==> src/rtl/control_sequencer_pkg.sv <==
`default_nettype none
// ============================================================================
//  Module      : control_sequencer_pkg
//  Description : Shared encodings and defaults for the microprogram sequencer
//                (next-state select, condition select, reset state).
//  Revision    : 1.0 - initial release
// ============================================================================
package control_sequencer_pkg;

   // Default width of a microstate number
   localparam int STATE_W_DEFAULT = 7;

   // State entered on reset, timeout recovery and illegal ns_sel
   localparam int RESET_STATE = 0;

   // Next-state select field of a microinstruction
   typedef enum logic [2:0] {
      NS_FETCH  = 3'b000,  // jump to decoder-supplied first microstate
      NS_INC    = 3'b001,  // fall through to current_state + 1
      NS_COND   = 3'b010,  // cond ? cr : inc
      NS_JUMP   = 3'b011,  // unconditional jump to cr
      NS_CALL   = 3'b100,  // jump to cr, remember inc as return point
      NS_RETURN = 3'b101,  // jump to remembered return point
      NS_RSVD6  = 3'b110,  // reserved, flagged as illegal
      NS_RSVD7  = 3'b111   // reserved, flagged as illegal
   } ns_sel_e;

   // Condition select field of a microinstruction
   typedef enum logic [2:0] {
      CS_MOC      = 3'b000,
      CS_ZERO     = 3'b001,
      CS_NEGATIVE = 3'b010,
      CS_CARRY    = 3'b011,
      CS_OVERFLOW = 3'b100,
      CS_ONE      = 3'b101,
      CS_ZERO6    = 3'b110,
      CS_ZERO7    = 3'b111
   } cond_sel_e;

endpackage : control_sequencer_pkg
`default_nettype wire

==> src/rtl/control_sequencer_cond_mux.sv <==
`default_nettype none
// ============================================================================
//  Module      : cond_mux
//  Description : Selects one branch condition from the memory/ALU flags and
//                optionally inverts it. Purely combinational.
//  Revision    : 1.0 - initial release
// ============================================================================
module cond_mux
   import control_sequencer_pkg::*;
(
   input  logic [2:0] cond_sel,
   input  logic       inv,
   input  logic       moc,
   input  logic       zero,
   input  logic       negative,
   input  logic       carry,
   input  logic       overflow,
   output logic       cond
);

   logic w_selected;

   // Pick the flag named by cond_sel; unused encodings read as constant 0
   always_comb begin
      w_selected = 1'b0;
      case (cond_sel)
         CS_MOC:      w_selected = moc;
         CS_ZERO:     w_selected = zero;
         CS_NEGATIVE: w_selected = negative;
         CS_CARRY:    w_selected = carry;
         CS_OVERFLOW: w_selected = overflow;
         CS_ONE:      w_selected = 1'b1;
         default:     w_selected = 1'b0;
      endcase
   end

   assign cond = w_selected ^ inv;

endmodule : cond_mux
`default_nettype wire

==> src/rtl/control_sequencer.sv <==
`default_nettype none
// ============================================================================
//  Module      : control_sequencer
//  Description : Microprogram sequencer. Computes the next microstore address
//                from the current microinstruction, with a single-level
//                call/return register and a self-loop watchdog that forces a
//                return to state 0 when a wait loop never exits.
//  Revision    : 1.0 - initial release
// ============================================================================
module control_sequencer
   import control_sequencer_pkg::*;
#(
   parameter int STATE_W        = STATE_W_DEFAULT,
   parameter int TIMEOUT_CYCLES = 16
)(
   input  logic               clk,
   input  logic               reset,
   input  logic [STATE_W-1:0] encoded_state,
   input  logic [2:0]         ns_sel,
   input  logic [2:0]         cond_sel,
   input  logic               inv,
   input  logic [STATE_W-1:0] cr,
   input  logic               moc,
   input  logic               zero,
   input  logic               negative,
   input  logic               carry,
   input  logic               overflow,
   input  logic               hold,
   output logic [STATE_W-1:0] current_state,
   output logic               timeout,
   output logic               illegal
);

   // Counter must be able to represent its saturation value TIMEOUT_CYCLES
   localparam int                 CNT_W      = $clog2(TIMEOUT_CYCLES + 1);
   localparam logic [CNT_W-1:0]   C_CNT_MAX  = CNT_W'(TIMEOUT_CYCLES);
   localparam logic [CNT_W-1:0]   C_CNT_TRIP = CNT_W'(TIMEOUT_CYCLES - 1);
   localparam logic [STATE_W-1:0] C_RESET_ST = STATE_W'(RESET_STATE);

   logic [STATE_W-1:0] r_state;
   logic [STATE_W-1:0] r_ret;
   logic [CNT_W-1:0]   r_loop_cnt;
   logic               r_timeout;
   logic               r_illegal;

   logic               w_cond;
   logic [STATE_W-1:0] w_inc;
   logic [STATE_W-1:0] w_decoded;
   logic               w_call;
   logic               w_illegal_sel;
   logic               w_self_loop;
   logic               w_recover;
   logic [STATE_W-1:0] w_next_state;
   logic [CNT_W-1:0]   w_next_cnt;
   logic               w_next_timeout;
   logic               w_next_illegal;

   cond_mux u_cond_mux (
      .cond_sel (cond_sel),
      .inv      (inv),
      .moc      (moc),
      .zero     (zero),
      .negative (negative),
      .carry    (carry),
      .overflow (overflow),
      .cond     (w_cond)
   );

   // Natural wrap from the top state back to 0
   assign w_inc = r_state + STATE_W'(1);

   // Decode ns_sel into the candidate next state before watchdog override
   always_comb begin
      w_decoded     = r_state;
      w_call        = 1'b0;
      w_illegal_sel = 1'b0;
      case (ns_sel)
         NS_FETCH:  w_decoded = encoded_state;
         NS_INC:    w_decoded = w_inc;
         NS_COND:   w_decoded = w_cond ? cr : w_inc;
         NS_JUMP:   w_decoded = cr;
         NS_CALL: begin
            w_decoded = cr;
            w_call    = 1'b1;
         end
         NS_RETURN: w_decoded = r_ret;
         default: begin
            w_decoded     = C_RESET_ST;
            w_illegal_sel = 1'b1;
         end
      endcase
   end

   // Watchdog: a self-loop arriving with the counter one short of the limit
   // becomes a forced jump to state 0 and suppresses the illegal pulse
   always_comb begin
      w_self_loop    = (w_decoded == r_state);
      w_recover      = w_self_loop && (r_loop_cnt == C_CNT_TRIP);
      w_next_state   = w_recover ? C_RESET_ST : w_decoded;
      w_next_timeout = w_recover;
      w_next_illegal = w_illegal_sel && !w_recover;
      if (w_recover || !w_self_loop) begin
         w_next_cnt = '0;
      end else if (r_loop_cnt == C_CNT_MAX) begin
         w_next_cnt = r_loop_cnt;
      end else begin
         w_next_cnt = r_loop_cnt + CNT_W'(1);
      end
   end

   // State register: reset wins over hold; hold freezes state and clears pulses
   always_ff @(posedge clk) begin
      if (reset) begin
         r_state    <= C_RESET_ST;
         r_ret      <= C_RESET_ST;
         r_loop_cnt <= '0;
         r_timeout  <= 1'b0;
         r_illegal  <= 1'b0;
      end else if (hold) begin
         r_timeout  <= 1'b0;
         r_illegal  <= 1'b0;
      end else begin
         r_state    <= w_next_state;
         r_loop_cnt <= w_next_cnt;
         r_timeout  <= w_next_timeout;
         r_illegal  <= w_next_illegal;
         // A call overridden by watchdog recovery does not take effect
         if (w_call && !w_recover) begin
            r_ret <= w_inc;
         end
      end
   end

   // Outputs come straight from registers
   always_comb begin
      current_state = r_state;
      timeout       = r_timeout;
      illegal       = r_illegal;
   end

endmodule : control_sequencer
`default_nettype wire

==> config.mk <==
export PLATFORM = sky130hd
export DESIGN_NAME = control_sequencer
export DESIGN_NICKNAME = d
export VERILOG_FILES = /design/src/rtl/control_sequencer_pkg.sv /design/src/rtl/control_sequencer_cond_mux.sv /design/src/rtl/control_sequencer.sv
export SDC_FILE = /design/constraint.sdc
export NUM_CORES = 1
export LEC_CHECK = 0
export CORE_MARGIN = 3
export CORE_UTILIZATION = 50
export DETAILED_ROUTE_END_ITERATION = 12
export HOLD_SLACK_MARGIN = 0.1
export PLACE_DENSITY = 0.78
export RECOVER_POWER = 25
export SLEW_MARGIN = 25
export SYNTH_ARGS = -nofsm -noshare
export SYNTH_HDL_FRONTEND = slang
export SYNTH_SLANG_ARGS = --single-unit
==> constraint.sdc <==
create_clock -name clk -period 3.7 [get_ports clk]
set_input_delay 0.555 -clock clk [delete_from_list [all_inputs] [get_ports clk]]
set_output_delay 0.555 -clock clk [all_outputs]
set_load 0.005 [all_outputs]
# Word level (Yosys, flattened, before mapping)
# Cells that the tools add are included.
# W data, S select, Z words.
[word_totals] ff_bits=21 out_inout_bits=9 word_cells=44
[op_classes] add_sub_neg=2 eq_ne=14 muxes=8 bitwise_logic=2 reduce_logical=13
[op_table] operator="$pmux W7 S5" n=1
[op_table] operator="$mux W7" n=2
[op_table] operator="$eq A3 B2 Y1 const B" n=4
[op_table] operator="$eq A3 B3 Y1 const B" n=4
[op_table] operator="$mux W5" n=2
[op_table] operator="$add A7 B1 Y7 const B" n=1
[op_table] operator="$eq A7 B7 Y1" n=1
[op_table] operator="$eq A3 B1 Y1 const B" n=2
[op_table] operator="$logic_not A3 Y1" n=2
[op_table] operator="$pmux W1 S6" n=1
[op_table] operator="$reduce_or A6 Y1" n=1
[op_table] operator="$add A5 B1 Y5 const B" n=1
[op_table] operator="$eq A5 B4 Y1 const B" n=1
[op_table] operator="$eq A5 B5 Y1 const B" n=1
[op_table] operator="$reduce_and A2 Y1" n=2
[op_table] operator="$reduce_or A2 Y1" n=2
[op_table] operator="$logic_and A1 B1 Y1" n=3
[op_table] operator="$logic_not A1 Y1" n=2
[op_table] operator="$mux W1" n=2
[op_table] operator="$ne A2 B2 Y1 const B" n=1
[op_table] operator="$logic_or A1 B1 Y1" n=1
[op_table] operator="$not A1 Y1" n=1
[op_table] operator="$xor A1 B1 Y1" n=1

# Logic depth before layout (Yosys ltp)
[logic_depth] ltp_word=10 depth_mapped=11 depth_no_buf=10

# Hierarchy
# Synthesis repeated with hierarchy kept, for this count alone.
[unflattened] cells_unflattened=183 hier_area_um2=1511.4
[modules_own_cells] mod="control_sequencer" instances=1 cells_per_inst=171 area_each_um2=1418.9 seq_area_each_um2=420.4
[modules_own_cells] mod="cond_mux" instances=1 cells_per_inst=12 area_each_um2=92.6 seq_area_each_um2=0.0

# Least setup slack after synthesis
# Ideal clock, no wire load.
[synth_timing] path_type="in2reg" from="in cond_sel[0]" to="reg r_ret[0]" t_arrival_ps=3122 t_required_ps=3579 setup_slack_ps=456 cell_stages=10 cell_sequence="mux2_4 mux2_4 a221oi_4 a311o_1 o211ai_1 nor4_4 o211ai_2 o311a_1 buf_6 mux2_4"
[synth_between] elab_chain_cells=10 elab_cells_between_ends=15
[synth_lines] element="start, declared" line_no="control_sequencer.sv:20" rtl="input logic [2:0] cond_sel,"
[synth_lines] element="$eq A3 B3 Y1, or another cell as far along" line_no="control_sequencer_cond_mux.sv:26" rtl="case (cond_sel)"
[synth_lines] element="$pmux W1 S6 (*)" line_no="control_sequencer_cond_mux.sv:26"
[synth_lines] element="$xor A1 B1 Y1 (*)" line_no="control_sequencer_cond_mux.sv:37" rtl="assign cond = w_selected ^ inv;"
[synth_lines] element="$mux W7 (*)" line_no="control_sequencer.sv:80" rtl="NS_COND: w_decoded = w_cond ? cr : w_inc;"
[synth_lines] element="$pmux W7 S5 (*)" line_no="control_sequencer.sv:77" rtl="case (ns_sel)"
[synth_lines] element="$eq A7 B7 Y1 (*)" line_no="control_sequencer.sv:97" rtl="w_self_loop = (w_decoded == r_state);"
[synth_lines] element="$logic_and A1 B1 Y1 (*)" line_no="control_sequencer.sv:98" rtl="w_recover = w_self_loop && (r_loop_cnt == C_CNT_TRIP);"
[synth_lines] element="$logic_not A1 Y1 (*)" line_no="control_sequencer.sv:128" rtl="if (w_call && !w_recover) begin"
[synth_lines] element="$logic_and A1 B1 Y1 (*)" line_no="control_sequencer.sv:128"
[synth_lines] element="$reduce_and A2 Y1 (no line) (*)"
[synth_lines] element="end signal, assigned" line_no="control_sequencer.sv:129" rtl="r_ret <= w_inc;"
[synth_lines] element="end, declared" line_no="control_sequencer.sv:41" rtl="logic [STATE_W-1:0] r_ret;"
# Mark *: on every way between the ends. The rest lies on a longest branch, timed or not.
# A chain may end at the register's enable or synchronous reset.

# Worst setup path after layout
[layout_timing] from="in moc" to="reg r_ret[0]"
[layout_between] elab_chain_cells=9
[layout_lines] element="start, declared" line_no="control_sequencer.sv:23" rtl="input logic moc,"
[layout_lines] element="$pmux W1 S6" line_no="control_sequencer_cond_mux.sv:26"
[layout_lines] element="$xor A1 B1 Y1" line_no="control_sequencer_cond_mux.sv:37"
[layout_lines] element="$mux W7" line_no="control_sequencer.sv:80"
[layout_lines] element="$pmux W7 S5" line_no="control_sequencer.sv:77"
[layout_lines] element="$eq A7 B7 Y1" line_no="control_sequencer.sv:97"
[layout_lines] element="$logic_and A1 B1 Y1" line_no="control_sequencer.sv:98"
[layout_lines] element="$logic_not A1 Y1" line_no="control_sequencer.sv:128"
[layout_lines] element="$logic_and A1 B1 Y1" line_no="control_sequencer.sv:128"
[layout_lines] element="$reduce_and A2 Y1 (no line)"
# Every way passes these cells.

==> impl_metrics.yaml <==
layout:
  area_growth_pct: 30.81
  instances_no_fill: 332
  final_util_pct: 71.29
  n_antenna_cell: 0
  layout_common_cells: "28 x clkdlybuf4s50_1, 25 x nand2_1, 25 x buf_4, 21 x dfxtp_1, 18 x a21oi_1"
  final_area_mm2: 0.002491
  final_layout_size_suffix_gt1_share_pct: 19.23
  fin_nets: 320
  layout_commonest_cell: "clkdlybuf4s50_1"
global_route:
  grt_pass1_wl_um: 8438
  grtUsageTotal_pct: 23.92
  grt_max_degree: 33
  grt_overflow: 0
  grt_pass1_vias: 1813
  antenna_found_initial: 0
worst_setup_path:
  reg2regPathDepth: 10
  end_kind: "flop"
  slowest_delay_ps: 510
  critical_path_cell_count: 10
  cp_data_required_time_ps: 3860
  critPathMaxFanout: 7
  critical-path-top-delay-family: "compound AO/OA/AOI/OAI gates"
  critPathKind: "input pin to flop"
  crit_slowest_cell: "o311a_1"
  startpoint_type: "input pin"
  crit_path_cell_trace: "clkdlybuf4s50_1, nand2b_1, a311o_2, a221oi_4, nand3_2, and3_2, nor4_4, o211ai_2, o311a_1, mux2_4"
  arrival_ps: 3650
  path_buf_inv: 1
synth:
  yosysWarningCount: 0
  yosysUniqueCellTypes: 59
  ys_ff_latch: 21
  synth_fp_nets: 265
  syn-mean-instance-area_um2: 8.208
  synth_area_mm2: 0.001904
  netlist_instances: 232
  synth_enable_flop_cells: 0
  async_flop_share_pct: 0
  synthFlopType: "dfxtp_1"
  ys_seq_area_share_pct: 22.08
floorplan:
  die_y_um: 67.72
  start_util_pct: 54.49
  die_x_um: 67.72
  die_area_mm2: 0.004585
  io_pins: 38
  core-area_mm2: 0.003495
  row_count: 21
sta:
  final.setup.tns_ps: 0
  slew_headroom_pct: 35.02
  fin_skew_ps: 1.938
  fin_ws_ps: 211.0
  fin_crit_sh_pct: 94.30
  worst_pin_slew_ps: 971.6
  rsz0062_at_grt: "false"
  holdWs_ps: 507.6
  finalHoldViolCount: 0
  maxSlewViolCount: 0
  max_clock_freq_mhz: 286.6
  setup_viol: 0
  post-route-min-period_ps: 3489
placed_design:
  dp_hpwl_um: 3906
  place_ws_ps: -245.3
  dp_cells: 328
  placed_cell_area_mm2: 0.002430
  io_buffers: 37
  place_congestion: 0.9146
cts:
  cts.clk_slew.worst_paths_ps: 70
  clock_latency_ps: 260
  cts_inserted_buffers: 3
  root_buffer: "clkbuf_8"
  cts_setup_buffers: 0
  cts_tree: "built"
  cts_sinks: 21
  cts.path.max_buffers: 2
  h-tree-depth: 1
power:
  p_seq_share_pct: 39.1
  p_leak_nw: 0.9831
  p_clk_share_pct: 24.7
  vdd_drop_max_mv: 0.2667
  p_switching_mw: 0.1939
  power_mw: 0.6131
  p_per_area_mw_per_mm2: 246.1
  switching_share_pct: 31.64
  power.internal_mw: 0.4191
  comb_power_share_pct: 36.2
detailed_routing:
  viasPerCell: 5.867
  drt_iter0_markers: 140
  drt-wirelength-per-cell_um: 15.37
  drc: 0
  detail-route-antenna-nets: 0
  wl_um: 5103
  firstDrtPassIters: 5
  num_vias: 1948
min_path:
  hold_path_depth: 2
  holdCritPathClass: "flop to flop"
outcome:
  outcome: "finished clean"
flow_run:
  cap_violations: 0
[cells by family after synthesis]
| logic type | share of synthesized area [%] |
|---|---|
| buffers and inverters | 7.095 |
| XOR/XNOR | 3.680 |
| multiplexers | 9.330 |
| flip-flops | 22.08 |
| AND/OR/NAND/NOR | 28.45 |
| adder cells (fa/ha/maj) | 2.628 |
| AO/OA/AOI/OAI | 26.74 |
[layer usage]
metal / part of all wire (%) / track usage, % / up-vias / routed length, um
met4: 1.1 / 5.570 / 0 / 55
met3: 5.4 / 4.493 / 7 / 274
met5: 0 / 0 / - / 0
met1: 48 / 32.77 / 904 / 2447
li1: - / - / 985 / -
met2: 46 / 38.52 / 52 / 2325
[tightest hold or removal path: cells and delay by family (launching register included)]
family           cells  cell delay [ps]
multiplexers         1               60
flip-flops           1              330
AND/OR/NAND/NOR      1               70
[worst paths after layout]
check | start | to | slack, ps
max | moc | r_ret[0] | 210
min | r_ret[1] | r_ret[1] | 510
max reg2reg | current_state[1] | r_ret[0] | 470
min reg2reg | r_ret[1] | r_ret[1] | 510
[sequential cells by signal, summed over array words and instances (netlist names)]
signal         cells
current_state      7
illegal            1
r_loop_cnt         5
r_ret              7
timeout            1
[timing repair]
item                       4_1_cts  5_1_grt
hold buffers                     0        0
gates resized for setup          0        4
setup endpoints to repair        0       10
[area by class of cell]
class / count / area (um2)
clock buffers: 4 / 45.04
multi-input cells: 187 / 1360
repair buffers: 62 / 563.0
well taps: 46 / 57.56
flip-flops and latches: 21 / 420.4
inverters: 12 / 45.04
fillers: 307 / 1003
[cells in the mapped netlist (3+ instances only)]
cell       number  area share, %
o21ai_0         3           0.79
dfxtp_1        21             22
nor2_1         14            2.8
mux2_4          7            5.5
clkbuf_1        6            1.2
xor2_1          7            3.2
clkbuf_8        3            2.2
and2b_1         5            2.0
inv_1          11            2.2
a311o_1         5            2.6
o31ai_1         3            1.2
nor4_1          6            2.0
ha_1            4            2.6
a211oi_1        5            2.0
nand2_1        25            4.9
nand2b_1        5            1.6
mux2i_1         5            2.6
and3_1          4            1.3
o32a_1          3            1.6
nand3_1        13            3.4
nor3_1          3           0.79
o2111ai_1       3            1.4
nor3b_1         7            2.8
a21oi_1        18            4.7
[power groups by stage]
stage               logic (mW)  registers (mW)  clock network [mW]
finish                   0.222           0.240               0.152
global route             0.240           0.240               0.166
CTS                      0.221           0.240               0.155
detailed placement       0.219           0.245                   0
global placement         0.216           0.245                   0
floorplan                0.125           0.244                   0
No activity file was read; power rests on OpenSTA's default activity.
